[config.mk]
export PLATFORM = sky130hd
export DESIGN_NAME = hour_counter_bcd
export DESIGN_NICKNAME = d
export VERILOG_FILES = /design/src/rtl/hour_counter_bcd.sv
export SDC_FILE = /design/constraint.sdc
export NUM_CORES = 1
export LEC_CHECK = 0
export ABC_AREA = 0
export ABC_CLOCK_PERIOD_IN_PS = 3400
export BUFFER_PORTS_ARGS = -buffer_cell sky130_fd_sc_hd__buf_2
export CELL_PAD_IN_SITES_DETAIL_PLACEMENT = 1
export CELL_PAD_IN_SITES_GLOBAL_PLACEMENT = 1
export CORE_MARGIN = 8
export CORE_UTILIZATION = 42
export DETAILED_ROUTE_END_ITERATION = 16
export HOLD_SLACK_MARGIN = 0.12
export PLACE_DENSITY_LB_ADDON = 0.1
export SYNTH_ARGS = -nofsm -noshare
export SYNTH_HDL_FRONTEND = slang
export SYNTH_SLANG_ARGS = --single-unit
[constraint.sdc]
create_clock -name clk -period 3.4 [get_ports clk]
set_input_delay 0.51 -clock clk [delete_from_list [all_inputs] [get_ports clk]]
set_output_delay 0.51 -clock clk [all_outputs]
set_load 0.02 [all_outputs]
[src/rtl/hour_counter_bcd.sv]
// hour_counter_bcd -- BCD hour-of-day counter (00..23) with a host load port.
//
// Ports:
//   clk          rising-edge clock
//   reset        synchronous, active-high reset
//   c_in         one-cycle hour-advance pulse (carry from the minutes-tens stage)
//   set_valid    host load request; held by the host until accepted
//   set_tens     requested hour, BCD tens (sampled on handshake)
//   set_units    requested hour, BCD units (sampled on handshake)
//   set_ready    block can accept a load (RUN state, not in reset)
//   set_err      one-cycle pulse: the staged request was illegal and discarded
//   tens, units  registered BCD hour
//   carry_day    one-cycle pulse when an advance wraps 23 -> 00
//
// Optional feature (macro HOUR_ALARM_EN):
//   alarm_tens, alarm_units  alarm hour (BCD)
//   alarm_hit                one-cycle pulse when a c_in advance lands on the alarm hour
//
// A load is handshaken in RUN into a staging register, validated during the
// single CHECK cycle, and applied at the end of CHECK. c_in is honoured in
// every cycle, so an advance is applied on top of whichever value wins.

module hour_counter_bcd (
  input  logic       clk,
  input  logic       reset,
  input  logic       c_in,
  input  logic       set_valid,
  input  logic [1:0] set_tens,
  input  logic [3:0] set_units,
`ifdef HOUR_ALARM_EN
  input  logic [1:0] alarm_tens,
  input  logic [3:0] alarm_units,
  output logic       alarm_hit,
`endif
  output logic       set_ready,
  output logic       set_err,
  output logic [1:0] tens,
  output logic [3:0] units,
  output logic       carry_day
);

  typedef enum logic {RUN, CHECK} state_t;

  state_t     state, state_n;
  logic [1:0] stage_tens, stage_tens_n;
  logic [3:0] stage_units, stage_units_n;
  logic [1:0] tens_n, base_tens;
  logic [3:0] units_n, base_units;
  logic       carry_n, err_n, legal;
`ifdef HOUR_ALARM_EN
  logic       alarm_n;
`endif

  // Returns {wrap, tens, units} of the hour following t:u.
  function automatic logic [6:0] advance(input logic [1:0] t, input logic [3:0] u);
    if (t == 2'd2 && u == 4'd3)
      advance = {1'b1, 2'd0, 4'd0};
    else if (u == 4'd9)
      advance = {1'b0, t + 2'd1, 4'd0};
    else
      advance = {1'b0, t, u + 4'd1};
  endfunction

  assign set_ready = (state == RUN) && !reset;

  assign legal = (stage_tens <= 2'd2) && (stage_units <= 4'd9) &&
                 ((stage_tens < 2'd2) || (stage_units <= 4'd3));

  always_comb begin
    state_n       = state;
    stage_tens_n  = stage_tens;
    stage_units_n = stage_units;
    base_tens     = tens;
    base_units    = units;
    tens_n        = tens;
    units_n       = units;
    carry_n       = 1'b0;
    err_n         = 1'b0;
`ifdef HOUR_ALARM_EN
    alarm_n       = 1'b0;
`endif

    unique case (state)
      RUN: begin
        if (set_valid && set_ready) begin
          stage_tens_n  = set_tens;
          stage_units_n = set_units;
          state_n       = CHECK;
        end
      end
      CHECK: begin
        state_n = RUN;
        if (legal) begin
          base_tens  = stage_tens;
          base_units = stage_units;
        end else begin
          err_n = 1'b1;
        end
      end
    endcase

    // The advance is applied to the winning base value, so a load and a
    // c_in in the same CHECK cycle yield (loaded value + 1).
    if (c_in) begin
      {carry_n, tens_n, units_n} = advance(base_tens, base_units);
`ifdef HOUR_ALARM_EN
      alarm_n = (tens_n == alarm_tens) && (units_n == alarm_units);
`endif
    end else begin
      tens_n  = base_tens;
      units_n = base_units;
    end
  end

  always_ff @(posedge clk) begin
    if (reset) begin
      state       <= RUN;
      stage_tens  <= '0;
      stage_units <= '0;
      tens        <= '0;
      units       <= '0;
      carry_day   <= 1'b0;
      set_err     <= 1'b0;
`ifdef HOUR_ALARM_EN
      alarm_hit   <= 1'b0;
`endif
    end else begin
      state       <= state_n;
      stage_tens  <= stage_tens_n;
      stage_units <= stage_units_n;
      tens        <= tens_n;
      units       <= units_n;
      carry_day   <= carry_n;
      set_err     <= err_n;
`ifdef HOUR_ALARM_EN
      alarm_hit   <= alarm_n;
`endif
    end
  end

endmodule

Yosys cells after proc, flatten, opt, wreduce, memory -nomap -nowiden --
Cells that the tools add are included. W data, S select, Z words.
Operators by class: multipliers 0, $lt $le $gt $ge 4, muxes and demuxes 11, reductions and logical operators 10, bitwise operators 2, shifts and indexed selects 0, add/subtract/negate cells 2, div/mod/pow operators 0, equality and inequality tests 3
Operators by type and width (count):
- $mux W4 | 3
- $mux W7 | 1
- $mux W2 | 3
- $mux W6 | 1
- $logic_and A1 B1 Y1 | 5
- $add A4 B1 Y4 const B | 1
- $eq A4 B2 Y1 const B | 1
- $eq A4 B4 Y1 const B | 1
- $le A4 B2 Y1 const B | 1
- $le A4 B4 Y1 const B | 1
- $reduce_or A2 Y1 | 2
- $add A2 B1 Y2 const B | 1
- $eq A2 B2 Y1 const B | 1
- $le A2 B2 Y1 const B | 1
- $lt A2 B2 Y1 const B | 1
- $mux W1 | 2
- $not A1 Y1 | 2
- $pmux W1 S2 | 1
- $reduce_and A2 Y1 | 1
- $logic_not A1 Y1 | 1
- $logic_or A1 B1 Y1 | 1
Storage, ports and cells: RAM bits 0, word-level logic and storage cells 39, memories kept 0, input port bits 10, bits in read-only memories 0, flip-flop bits (word level) 15, bits in latches 0

Longest topological paths before layout --
depth in word-level cells 9, gate-level depth with buffers 10

Least setup slack after synthesis --
OpenSTA, ideal clock, no wires.
path type register -> register, start register stage_units[3], end register units[3], clock period less this slack 2.045 ns, stages on the path, launching flop included 10, slack 1.355 ns, data arrival time 1.899 ns, data required time 3.254 ns, path through dfxtp_1 and2b_1 a21oi_4 buf_2 mux2i_1 ha_1 o21ai_0 a21o_1 o2111ai_1 o311ai_0
Between the ends: cells in the longest elaborated chain, start to end 9, elaborated cells on any way between the ends 17
Ends and longest elaborated chain:
- start, declared | RTL line 46 | logic [3:0] stage_units, stage_units_n;
- start signal, assigned | RTL line 130 | stage_units <= stage_units_n;
- $le A4 B4 Y1 / $le A4 B2 Y1 (equally long branches) | RTL line 66, 67
- $logic_and A1 B1 Y1 / $logic_or A1 B1 Y1 (equally long branches) | RTL line 66, 67
- $logic_and A1 B1 Y1 | RTL line 66 | assign legal = (stage_tens <= 2'd2) && (stage_units <= 4'd9) &&
- $mux W4 / $mux W2 (equally long branches) | RTL line 93 | if (legal) begin
- $mux W4 / $mux W2 (equally long branches) | RTL line 83 | unique case (state)
- $add A4 B1 Y4 (tied with other cells) | RTL line 61 | advance = {1'b0, t, u + 4'd1};
- $mux W6 / $logic_and A1 B1 Y1 (equally long branches) | RTL line 58, 56
- $mux W7 | RTL line 56 | if (t == 2'd2 && u == 4'd3)
- $mux W4 (*) | RTL line 104 | if (c_in) begin
- end signal, assigned | RTL line 132 | units <= units_n;
- end, declared | RTL line 38 | output logic [3:0] units,
Every way passes the cells marked *; elsewhere a longest branch is shown, timed or not. A chain may end at the register's enable or synchronous reset.

Final worst setup path --
Ends and elaborated chain as after synthesis.

==> results by stage <==
Setup path:
- The worst setup path is captured at a flip-flop.
- The arrival time at the worst endpoint is about 2.3 ns.
- The worst setup path is of the reg -> reg kind.
- On the critical path the largest part of the delay comes from compound AO/OA/AOI/OAI gates.
- At the worst endpoint, the required time is between 3 and 4 ns.
- Along the worst path, the maximum fanout reaches 16.
- Walking the worst path, the cells encountered are and2b_1 > a21oi_4 > mux2i_1 > ha_1 > o21ai_0 > a21o_1 > o2111ai_1 > o311ai_0.
- The nature of the critical path startpoint is a flip-flop.
- On the critical path, the stage with the largest delay is an instance of sky130_fd_sc_hd__a21oi_4.
- Together, buffers and inverters on the worst path number 0.
- The peak per-stage delay on the critical path is roughly 0.42 ns.

STA:
- The largest clock skew in the final design is a little over 0.003 ns.
- The max-slew violation total from the final report was 0.
- Setup repair after global routing left no endpoint under its margin.
- Across all hold checks on the routed design, the worst slack comes to slightly above 0.4 ns.
- For this run, the top clock speed supported by timing is 0.459 GHz.
- The slew at the pin with the worst max-slew slack is ~0.64 ns.
- The final setup violation count is 0.
- The number of hold-slack violations in the final timing report is 0.
- The setup TNS is 0 ns.
- Once routing completed, OpenROAD measured the worst setup slack at around 1.2 ns.
- After layout, the worst path uses between 60 and 70% of the clock period.
- The clock period minus final worst setup slack is between 2 and 2.5 ns.
- The max-slew headroom at the worst pin is between 50% and 60%.

GRT:
- The sum of overflow across all layers after global routing is 0.
- The number of global-route vias before repair was around 940.
- The maximum number of pins on one net before global-route repair is 17.
- The initial antenna violation count is 0.
- The global-route usage over all layers is between 10% and 20%.
- The wire length of the first global-routing pass is 4460 um.

Yosys:
- The most frequently used cell type in the post-synthesis netlist is sky130_fd_sc_hd__dfxtp_1.
- For this run, the register share of the synthesized area comes to approximately a third.
- After synthesis, the cell types taking the most area are sky130_fd_sc_hd__dfxtp_1, sky130_fd_sc_hd__mux2i_1, sky130_fd_sc_hd__xnor2_1.
- The cell accounting for the most synthesized area is sky130_fd_sc_hd__dfxtp_1.
- For this run, the leading register cell type out of synthesis is sky130_fd_sc_hd__dfxtp_1.
- The synthesis-stage register bit count is 15.
- The area of the mapped netlist is approximately 900 um^2.
- Yosys printed 0 warnings.
- The post-synth net total is approximately 120.
- Yosys mapped a number of flops with a built-in enable equal to 0.
- After synthesis, the mean cell area works out to approximately 8.5 um^2.
- The area fraction of the dominant cell type after synthesis is between 30% and 40%.
- The number of instances in the synthesized netlist is about 110.
- The distinct cell type count after synthesis is 40.
- In the synthesized netlist, the cells that appear most often are sky130_fd_sc_hd__dfxtp_1, sky130_fd_sc_hd__nand2_1, sky130_fd_sc_hd__nor2_1.
- The fraction of synthesis flops using an asynchronous set or reset pin is 0%.

Detailed routing:
- The detailed-route DRC error count is 0.
- The detail route stage leaves a number of antenna-violating nets equal to 0.
- The number of optimization iterations in the first detailed-route pass is 4.
- The number of violations reported at the end of detailed-routing iteration 0 is 10.
- In the final routed layout, each cell accounts on average for 16.6 um.
- The routed design has between 2000 and 3000 um of wire.
- Dividing the detail-routed via count by the number of cells gives about 5.7.
- The final route contains 856 vias.

Finish:
- The flip-flop and latch area is roughly 300 um^2.
- The area growth from synthesis to layout is 14.7%.
- The multi-input combinational cells in the finished layout cover a total of 568 um^2.
- The layout has 249 filler cells.
- The finished layout cell area is a little over 0.001 mm^2.
- The final net count is approximately 140.
- The fraction of final layout cells sized beyond drive strength 1 is a little over a fifth.
- The total inserted antenna cells is 0.

Die:
- The number of core rows is 16.
- The die boundary height is between 60 and 70 um.
- The horizontal extent of the die is 62.3 um.
- The floorplan core area is ~0.002 mm^2.
- The initial utilization of the core area, before any placement, comes to 45.0%.
- Pin placement for this block handled 19 I/O pins.
- The die area is 0.00388 mm^2.

Clock network:
- For the worst-skew pair, the clock arrives at the later sink with an insertion delay of just under 0.3 ns.
- After clock tree synthesis, the repair step resized 0 gates.
- The H-tree depth is 1.
- Post-CTS timing repair inserted 0 buffers for setup.
- TritonCTS built the clock tree.
- In this run, CTS created clock tree buffers numbering 3.
- The clock drives 15 sinks.
- The number of buffers inserted by hold repair at cts is 0.
- Clock-pin slew was measured on the worst setup and hold paths at 0.09 ns.
- The root buffer selected by CTS is sky130_fd_sc_hd__clkbuf_4.
- No sink is reached through more buffers than the 2 on the longest clock path.

Min path:
- The worst min-delay path category is in -> reg.

Power:
- The standby leakage power is 0.436 nW.
- Sequential cells burn between 40% and 50% of the power.
- In this run switching power makes up around a third of total power.
- IR analysis of the VDD net gives a maximum drop of around 0.25 mV.
- Cell internal power was estimated by the tool at between 200 and 300 uW.
- The clock network is responsible for ~25% of the overall power.
- In this run, the combinational gates consume between 20% and 30% of the power.
- The switching power is roughly 150 uW.
- After layout, the design draws a total of between 400 and 500 uW.
- The power density normalized to cell area is a little over 400 mW/mm^2.

Job:
- The number of violations of the max-capacitance limit is 0.

Place:
- Summed over all nets, the half-perimeter wirelength after detailed placement is just under 2000 um.
- The placed instances occupy a cell area of around 0.001 mm^2.
- The worst setup slack before clock tree synthesis is approximately 1.2 ns.
- The count of input and output buffers is 18.
- At the end of routability-driven placement, the weighted congestion stood at between 0.8 and 0.9.

Outcome:
- The run finished with clean final reports.
## worst register-to-register path: stages (launching register included)
cell and delay [ns]:
sky130_fd_sc_hd__dfxtp_1 0.38, sky130_fd_sc_hd__and2b_1 0.23, sky130_fd_sc_hd__a21oi_4 0.42, sky130_fd_sc_hd__mux2i_1 0.25, sky130_fd_sc_hd__ha_1 0.16, sky130_fd_sc_hd__o21ai_0 0.10, sky130_fd_sc_hd__a21o_1 0.19, sky130_fd_sc_hd__o2111ai_1 0.18
sky130_fd_sc_hd__o311ai_0 0.14
## registers in the layout, indices dropped and copies added, names as in the netlist
name         flops
carry_day        1
set_err          1
stage_tens       2
stage_units      4
state            1
tens             2
units            4
## cell type report
| cell class | instances | area share (%) |
|---|---|---|
| repair buffers | 18 | 8.72 |
| well taps | 27 | 3.27 |
| multi-input cells | 83 | 55.0 |
| inverters | 4 | 1.45 |
| clock buffers | 4 | 2.54 |
| flip-flops and latches | 15 | 29.1 |
## cell usage in the layout (no fill, tap or decap), types with 3 or more instances in the layout
| master | count |
|---|---|
| sky130_fd_sc_hd__o21ai_0 | 7 |
| sky130_fd_sc_hd__mux2i_1 | 5 |
| sky130_fd_sc_hd__xnor2_1 | 5 |
| sky130_fd_sc_hd__a21oi_1 | 3 |
| sky130_fd_sc_hd__nor2_1 | 10 |
| sky130_fd_sc_hd__inv_1 | 4 |
| sky130_fd_sc_hd__a21o_1 | 3 |
| sky130_fd_sc_hd__dfxtp_1 | 15 |
| sky130_fd_sc_hd__clkbuf_4 | 3 |
| sky130_fd_sc_hd__nand2b_1 | 3 |
| sky130_fd_sc_hd__buf_2 | 18 |
| sky130_fd_sc_hd__nand3_1 | 4 |
| sky130_fd_sc_hd__and2_1 | 3 |
| sky130_fd_sc_hd__o31ai_1 | 3 |
| sky130_fd_sc_hd__nand2_1 | 10 |
## logic make-up (layout without fill, tap and decap cells)
| group | after synthesis | count (layout) | synth area share (%) |
|---|---|---|---|
| and+or+nand+nor | 41 | 41 | 25.6 |
| adders and majority gates | 1 | 1 | 1.39 |
| DFF | 15 | 15 | 33.3 |
| muxes | 7 | 7 | 8.47 |
| xor gates and xnor gates | 5 | 5 | 4.86 |
| buffers and inverters | 8 | 26 | 3.61 |
| AOI/OAI and AO/OA | 29 | 29 | 22.8 |
## metrics by stage
step                      util [%]  cells
after floorplan                  -    106
after global placement        50.3    147
after detailed placement      50.3    147
after CTS                     51.6    151
after global routing          51.6    151
final                         51.6    151
## power groups by stage
stage / logic (mW) / clock network (mW) / registers [mW]
3_5_place_dp: 0.110 / 0 / 0.214
3_3_place_gp: 0.107 / 0 / 0.213
5_1_grt: 0.123 / 0.122 / 0.213
6_report: 0.110 / 0.107 / 0.210
4_1_cts: 0.110 / 0.109 / 0.210
2_1_floorplan: 0.0719 / 0 / 0.217
## worst paths after layout
check                         startpoint                          end  slack, ns  cells past startpoint
max          stage_units[3]$_SDFFE_PP0P_          units[3]$_SDFF_PP0_       1.22                      8
min                          set_tens[0]   stage_tens[0]$_SDFFE_PP0P_       0.41                      3
max reg2reg  stage_units[3]$_SDFFE_PP0P_          units[3]$_SDFF_PP0_       1.22                      8
min reg2reg  stage_units[3]$_SDFFE_PP0P_  stage_units[3]$_SDFFE_PP0P_       0.56                      2
## layer usage
| layer | GRT usage (%) | routed length (um) |
|---|---|---|
| met4 | 5.98 | 21 |
| met2 | 22.8 | 1240 |
| met3 | 4.12 | 120 |
| met5 | 0 | 0 |
| met1 | 16.2 | 1120 |
No activity file was read; power rests on OpenSTA's default activity.
